File: src/rtl/uart_tx_arbiter_pkg.sv
// Shared UART definitions: data width, requester count and the tx arbiter state encoding.
package uart_tx_arbiter_pkg;
    localparam int UART_DATA_W = 8;
    localparam int NUM_REQ     = 2;

    typedef enum logic [2:0] {
        IDLE    = 3'd0,
        LOAD    = 3'd1,
        SEND    = 3'd2,
        WAIT_HI = 3'd3,
        WAIT_LO = 3'd4
    } arb_state_t;

    // The round-robin pointer only breaks ties; a lone requester always wins.
    function automatic logic pick_winner(input logic [NUM_REQ-1:0] req, input logic ptr);
        logic winner;
        if (req[0] && req[1]) begin
            winner = ptr;
        end else begin
            winner = req[1];
        end
        return winner;
    endfunction
endpackage

File: src/rtl/uart_tx_arbiter.sv
// Two-requester message arbiter in front of a uart_tx: one owner at a time, whole messages,
// round-robin between owners, with a timeout on the uart_tx busy handshake.
module uart_tx_arbiter
    import uart_tx_arbiter_pkg::*;
#(
    parameter int BUSY_TIMEOUT = 32
) (
    input  logic                   clk,
    input  logic                   reset,
    input  logic                   req0,
    input  logic [UART_DATA_W-1:0] data0,
    input  logic                   last0,
    output logic                   ack0,
    input  logic                   req1,
    input  logic [UART_DATA_W-1:0] data1,
    input  logic                   last1,
    output logic                   ack1,
    output logic [NUM_REQ-1:0]     grant,
    output logic [UART_DATA_W-1:0] tx_data,
    output logic                   tx_send,
    input  logic                   tx_busy,
    output logic                   err
);
    localparam int              CNT_W   = $clog2(BUSY_TIMEOUT + 1);
    localparam logic [CNT_W-1:0] CNT_MAX = CNT_W'(BUSY_TIMEOUT);

    arb_state_t             state_reg, state_next;
    logic [NUM_REQ-1:0]     grant_reg, grant_next;
    logic                   ptr_reg, ptr_next;
    logic [UART_DATA_W-1:0] tx_data_reg, tx_data_next;
    logic                   last_reg, last_next;
    logic [CNT_W-1:0]       cnt_reg, cnt_next;
    logic                   err_reg, err_next;

    logic [NUM_REQ-1:0]     req_vec;
    logic [NUM_REQ-1:0]     ack_vec;
    logic                   winner;
    logic                   owner;
    logic                   owner_req;
    logic                   owner_last;
    logic [UART_DATA_W-1:0] owner_data;
    logic [CNT_W-1:0]       cnt_inc;

    assign req_vec    = {req1, req0};
    assign winner     = pick_winner(req_vec, ptr_reg);
    assign owner      = grant_reg[1];
    assign owner_req  = owner ? req1 : req0;
    assign owner_last = owner ? last1 : last0;
    assign owner_data = owner ? data1 : data0;
    assign cnt_inc    = (cnt_reg == CNT_MAX) ? cnt_reg : cnt_reg + CNT_W'(1);

    always_ff @(posedge clk or negedge reset) begin
        if (!reset) begin
            state_reg   <= IDLE;
            grant_reg   <= '0;
            ptr_reg     <= 1'b0;
            tx_data_reg <= '0;
            last_reg    <= 1'b0;
            cnt_reg     <= '0;
            err_reg     <= 1'b0;
        end else begin
            state_reg   <= state_next;
            grant_reg   <= grant_next;
            ptr_reg     <= ptr_next;
            tx_data_reg <= tx_data_next;
            last_reg    <= last_next;
            cnt_reg     <= cnt_next;
            err_reg     <= err_next;
        end
    end

    always_comb begin
        state_next   = state_reg;
        grant_next   = grant_reg;
        ptr_next     = ptr_reg;
        tx_data_next = tx_data_reg;
        last_next    = last_reg;
        cnt_next     = cnt_reg;
        err_next     = 1'b0;
        case (state_reg)
            IDLE: begin
                if ((|req_vec) && !tx_busy) begin
                    grant_next = {winner, ~winner};
                    state_next = LOAD;
                end
            end
            LOAD: begin
                tx_data_next = owner_data;
                last_next    = owner_last;
                state_next   = SEND;
            end
            SEND: begin
                cnt_next   = '0;
                state_next = WAIT_HI;
            end
            WAIT_HI: begin
                if (tx_busy) begin
                    state_next = WAIT_LO;
                end else begin
                    cnt_next = cnt_inc;
                    if (cnt_inc == CNT_MAX) begin
                        err_next   = 1'b1;
                        grant_next = '0;
                        ptr_next   = ~owner;
                        state_next = IDLE;
                    end
                end
            end
            WAIT_LO: begin
                if (!tx_busy) begin
                    // A dropped req without a last byte is an abort: end the message here.
                    if (last_reg || !owner_req) begin
                        grant_next = '0;
                        ptr_next   = ~owner;
                        state_next = IDLE;
                    end else begin
                        state_next = LOAD;
                    end
                end
            end
            default: begin
                state_next = IDLE;
            end
        endcase
    end

    always_comb begin
        ack_vec = '0;
        tx_send = 1'b0;
        if (state_reg == LOAD) begin
            ack_vec = grant_reg;
        end
        if (state_reg == SEND) begin
            tx_send = 1'b1;
        end
    end

    assign ack0    = ack_vec[0];
    assign ack1    = ack_vec[1];
    assign grant   = grant_reg;
    assign tx_data = tx_data_reg;
    assign err     = err_reg;
endmodule

File: config.mk
export PLATFORM = sky130hd
export DESIGN_NAME = uart_tx_arbiter
export DESIGN_NICKNAME = d
export VERILOG_FILES = /design/src/rtl/uart_tx_arbiter_pkg.sv /design/src/rtl/uart_tx_arbiter.sv
export SDC_FILE = /design/constraint.sdc
export NUM_CORES = 1
export LEC_CHECK = 0
export ABC_AREA = 1
export CAP_MARGIN = 10
export CORE_MARGIN = 4
export CORE_UTILIZATION = 45
export CTS_CLUSTER_DIAMETER = 50
export DETAILED_ROUTE_END_ITERATION = 10
export GPL_ROUTABILITY_DRIVEN = 0
export PLACE_DENSITY = 0.82
export SKIP_LAST_GASP = 1
export SYNTH_ARGS = -nofsm -noshare
export SYNTH_HDL_FRONTEND = slang
export SYNTH_SLANG_ARGS = --single-unit
File: constraint.sdc
create_clock -name clk -period 2.6 [get_ports clk]
set_input_delay 0.26 -clock clk [delete_from_list [all_inputs] [get_ports clk]]
set_output_delay 0.26 -clock clk [all_outputs]
set_load 0.01 [all_outputs]
Yosys cells after proc, flatten, opt, wreduce, memory -nomap -nowiden. Cells that the tools add are included.

Input bits: 23. Logic and storage cells: 65. Bits in registers: 22. Output and inout bits: 14.

Muxes and demuxes: 29. Equality and inequality tests: 12. Add/subtract/negate cells: 1. Bitwise operators: 2. Reductions and logical operators: 14.

Operator list (number): one-hot mux 3 bit (5 select lines) (1); == test 6 bit, second input constant (2); 2-to-1 mux 1 bit (12); 2-to-1 mux 2 bit (6); 2-to-1 mux 3 bit (4); 2-to-1 mux 6 bit (2); one-hot mux 6 bit (2 select lines) (1); != test 2 bit, second input constant (5); 2-to-1 mux 8 bit (1); adder 6 x 1 -> 6 bit, second input constant (1); == test 3 x 2 -> 1 bit, second input constant (2); one-hot mux 2 bit (3 select lines) (1); AND reduction 6 bit (1); AND reduction 5 bit (1); nonzero test 2 bit (2); == test 3 x 1 -> 1 bit, second input constant (1); == test 3 bit, second input constant (1); zero test 3 bit (1); != test 3 bit, second input constant (1); AND reduction 3 bit (1); nonzero test 3 bit (1); logical AND 1 bit (2); zero test 1 bit (2); inverter 1 bit (2); 4 further kinds (4).

Depth between registers and ports, before layout.
Depth in word-level cells: 6. Depth in mapped cells: 13. Depth with buffers taken out: 13.

Worst setup path before layout. OpenSTA, ideal clock, no wires.

Path kind: register to register. Start point: reg cnt_reg[0]. End point: reg grant_reg[0], in the netlist grant[0]. Path slack: 1047 ps. Buffers on the path: 0. Stages on the path, launching flop included: 14. Data arrival time: 1436 ps. Library setup time: 117 ps. Required time: 2483 ps. Clock period less this slack: 1553 ps. Path through: dfrtp_1 > inv_1 > ha_1 > nand2_1 > nor2_1 > nand2_1 > nand2_1 > nand2_1 > nor2_2 > nand2_2 > nand2_2 > nand3_2 > nand2_1 > nand2_1.

Cells in the longest elaborated chain, start to end: 5. Elaborated cells between the ends (all ways): 6. Those cells by class: 1 x add/sub; 3 x eq/ne; 1 x mux; 1 x reduce/logical.

Ends and longest elaborated chain: start: declaration (line uart_tx_arbiter.sv:32) `logic [CNT_W-1:0] cnt_reg, cnt_next;`; start signal: assignment (line uart_tx_arbiter.sv:67) `cnt_reg <= cnt_next;`; adder 6 x 1 -> 6 bit / == test 6 bit (equally long branches) (line uart_tx_arbiter.sv:50) `assign cnt_inc = (cnt_reg == CNT_MAX) ? cnt_reg : cnt_reg + CNT_W'(1);`; 2-to-1 mux 6 bit * (line uart_tx_arbiter.sv:50); == test 6 bit * (line uart_tx_arbiter.sv:101) `if (cnt_inc == CNT_MAX) begin`; != test 2 bit (no source line) *; AND reduction 6 bit (no source line) *; end signal: assignment (line uart_tx_arbiter.sv:63) `grant_reg <= grant_next;`; end: declaration (line uart_tx_arbiter.sv:28) `logic [NUM_REQ-1:0] grant_reg, grant_next;`.

Mark *: on every way between the ends. The rest lies on a longest branch, timed or not. A chain may end at the register's enable or synchronous reset.

Worst setup path after layout.
Start point: reg state_reg[2]. End point: out ack0.

Cells in the longest elaborated chain, start to end: 2.

Ends and longest elaborated chain: start: declaration (line uart_tx_arbiter.sv:27) `arb_state_t state_reg, state_next;`; start signal: assignment (line uart_tx_arbiter.sv:62) `state_reg <= state_next;`; == test 3 x 1 -> 1 bit (line uart_tx_arbiter.sv:130) `if (state_reg == LOAD) begin`; 2-to-1 mux 2 bit (line uart_tx_arbiter.sv:130); end: declaration (line uart_tx_arbiter.sv:13) `output logic ack0,`.

Every way passes these cells.

==> impl_metrics.csv <==
group,metric,value,unit
floorplan,num_rows,18,
clock_tree,insertion_delay,310,ps
sta,maxSlewViolCount,0,
sta,tns,0,ps
detailed_routing,drt-wirelength-per-cell,12.7,µm
detailed_routing,via_per_inst,5.07,
finish,multi_input_area,568,µm²
logic_synthesis,synth_warnings,0,
power_and_ir_drop,pwr_density_cell,959,nW/µm²
global_route,grt_max_degree,23,
clock_tree,numCtsBuffers,3,
finish,fin_nets,222,
finish,mostFrequentLayoutCell,"clkdlybuf4s50_1",
logic_synthesis,synth_nets,184,
logic_synthesis,syn-instance-count,159,
finish,register_area,551,µm²
sta,max_clock_freq,0.442,GHz
floorplan,die_y,60.1,µm
clock_tree,cts_hold_buf,0,
sta,fin_crit_sh,87.1,%
power_and_ir_drop,clkPwrFrac,12.1,%
finish,largest_reg_flops,8,
worst_hold_path,hold_class,"in -> async",
clock_tree,post-cts-setup-buffer-count,0,
power_and_ir_drop,p_int,921,µW
logic_synthesis,ys_seq_area_share,45.0,%
detailed_routing,postRouteAntennaNets,0,
finish,drive_gt1_share,9.18,%
finish,n_antenna_cell,0,
sta,rsz0062_at_grt,"false",
clock_tree,h-tree-depth,1,
placed_design,dp_hpwl,2220,µm
worst_setup_path,end_kind,"output port",
clock_tree,path_clk_slew,130,ps
detailed_routing,drt-initial-drc-count,61,
floorplan,coreArea,2540,µm²
sta,slew-limit-headroom,61.3,%
floorplan,pin_count,37,
logic_synthesis,yosys_register_bits,22,
worst_setup_path,crit_type,"reg -> out",
worst_setup_path,crit_arrival,2000,ps
placed_design,dpl.cell_count,222,
clock_tree,clockBufferDepth,2,
finish,area.growth.synth_to_final,34.5,%
power_and_ir_drop,pwr-share-seq,37.0,%
placed_design,portBuffers,36,
logic_synthesis,synth_top_area_share,45.0,%
power_and_ir_drop,power_switching,657,µW
sta,skew,6.07,ps
run_status,status,"completed",
flow_run,maxCapViolations,0,
sta,setup_viol,0,
floorplan,die-width,60.1,µm
logic_synthesis,syn_area,1220,µm²
clock_tree,cts_tree,"done",
detailed_routing,dr.pass1.iters,4,
clock_tree,cts_root_buffer,"clkbuf_4",
sta,tightest_slew,580,ps
worst_setup_path,crit_fanout,21,
power_and_ir_drop,irDropWorstVdd,0.000660,V
finish,final_cell_count_no_fill,226,
sta,final_hold_viol_count,0,
power_and_ir_drop,p_total,1580,µW
logic_synthesis,syn_avg_cell_area,7.69,µm²
finish,layout_common_cells,"36 x clkdlybuf4s50_1, 33 x nand2_1, 27 x nor2_1",
logic_synthesis,synth_top_area_cell,"dfrtp_1",
detailed_routing,wl,2860,µm
power_and_ir_drop,p_leak,0.000773,µW
global_route,grt_pass1_vias,1136,
worst_setup_path,start_kind,"register",
worst_setup_path,worstPathRequired,2340,ps
global_route,antenna_found_initial,0,
clock_tree,cts_resized,0,
finish,fillCellCount,212,
floorplan,die-area,3610,µm²
clock_tree,cts.sinks,22,
logic_synthesis,yosys.cell_types.count,24,
power_and_ir_drop,comb_power_share,50.9,%
global_route,grt.overflow.total,0,
detailed_routing,via_count,1145,
floorplan,start_util,48.0,%
global_route,track_usage,17.8,%
sta,period_needed,2260,ps
logic_synthesis,synthTopCellsByArea,"dfrtp_1 45%, nand2_1 10%, nor2_1 8.3%",
worst_setup_path,r2r_cells,13,
detailed_routing,drc_errors,0,
power_and_ir_drop,power_switching_share,41.6,%
global_route,grt_pass1_wl,4860,µm
-- power groups by stage --
stage	Clock [µW]	Combinational, µW	Sequential, µW
2_1_floorplan	0	469	594
3_3_place_gp	0	778	582
3_5_place_dp	0	807	588
4_1_cts	195	812	584
5_1_grt	208	896	605
6_report	191	802	584
-- worst paths after layout --
path	from	endpoint	slack, ps
max in group asynchronous	reset	tx_data[5]$_DFFE_PN0P_	2090
min in group clk	ptr_reg$_DFFE_PN0P_	ptr_reg$_DFFE_PN0P_	500
max	state_reg[2]$_DFFE_PN0P_	ack0	340
max reg2reg	cnt_reg[0]$_DFFE_PN0P_	ptr_reg$_DFFE_PN0P_	760
min	reset	cnt_reg[1]$_DFFE_PN0P_	280
min reg2reg	ptr_reg$_DFFE_PN0P_	ptr_reg$_DFFE_PN0P_	500
-- cell type report --
class	instances	share of cell area (%)
clock buffer	4	2.21
inverter	22	5.10
multi-input combinational	111	34.6
sequential	22	33.5
tap	30	2.28
timing repair buffer	37	22.4
-- synth_stat cells --
| cell | instances |
|---|---|
| o21ai_1 | 2 |
| inv_1 | 18 |
| nor2_2 | 1 |
| clkbuf_1 | 2 |
| nor3_1 | 3 |
| a22o_2 | 1 |
| nor3_4 | 1 |
| ha_1 | 2 |
| nand2_2 | 4 |
| nand4_1 | 4 |
| dfrtp_1 | 22 |
| xor2_1 | 2 |
| inv_2 | 3 |
| a21oi_1 | 2 |
| o21ai_0 | 7 |
| nand2_1 | 33 |
| o22ai_1 | 2 |
| clkinv_2 | 1 |
| nand3_1 | 8 |
| buf_2 | 1 |
| nor2_1 | 27 |
| nand3_2 | 2 |
| buf_4 | 1 |
| o31ai_1 | 10 |
-- metal layers --
layer  part of all wire [%]  vias to the layer above  global-route usage [%]  wire (µm)
li1                       -                      592                       -          -
met1                     46                      522                    21.9       1320
met2                     47                       29                    29.8       1330
met5                      0                        -                       0          0
met3                    6.6                        2                    4.97        189
met4                   0.70                        0                    6.01         20
-- through the flow --
stage | hold WS (ps) | worst slack, ps | cell area [µm²] | utilization, %
2_1_floorplan | -35.6 | 1050 | 1220 | -
6_report | 281 | 335 | 1640 | 64.6
3_5_place_dp | 465 | 684 | 1610 | 63.2
5_1_grt | 289 | 126 | 1640 | 64.6
4_1_cts | 283 | 312 | 1640 | 64.6
3_3_place_gp | 455 | 735 | 1610 | 63.2
-- worst max-delay path, cell delays in order, from the launching register on --
cell	delay, ps
dfrtp_1	480
nor3_1	200
inv_1	280
nor2_1	180
clkdlybuf4s50_1	550
-- kinds of logic (layout without fill, tap and decap cells) --
kind of cell | after synthesis | count (layout) | share of synthesized area [%]
xor gates and xnor gates | 2 | 2 | 1.43
buffers and inverters | 26 | 63 | 8.49
AOI/OAI and AO/OA | 24 | 24 | 12.5
and+or+nand+nor | 83 | 83 | 30.5
DFF | 22 | 22 | 45.0
adders and majority gates | 2 | 2 | 2.05
No activity file was read; power rests on OpenSTA's default activity.
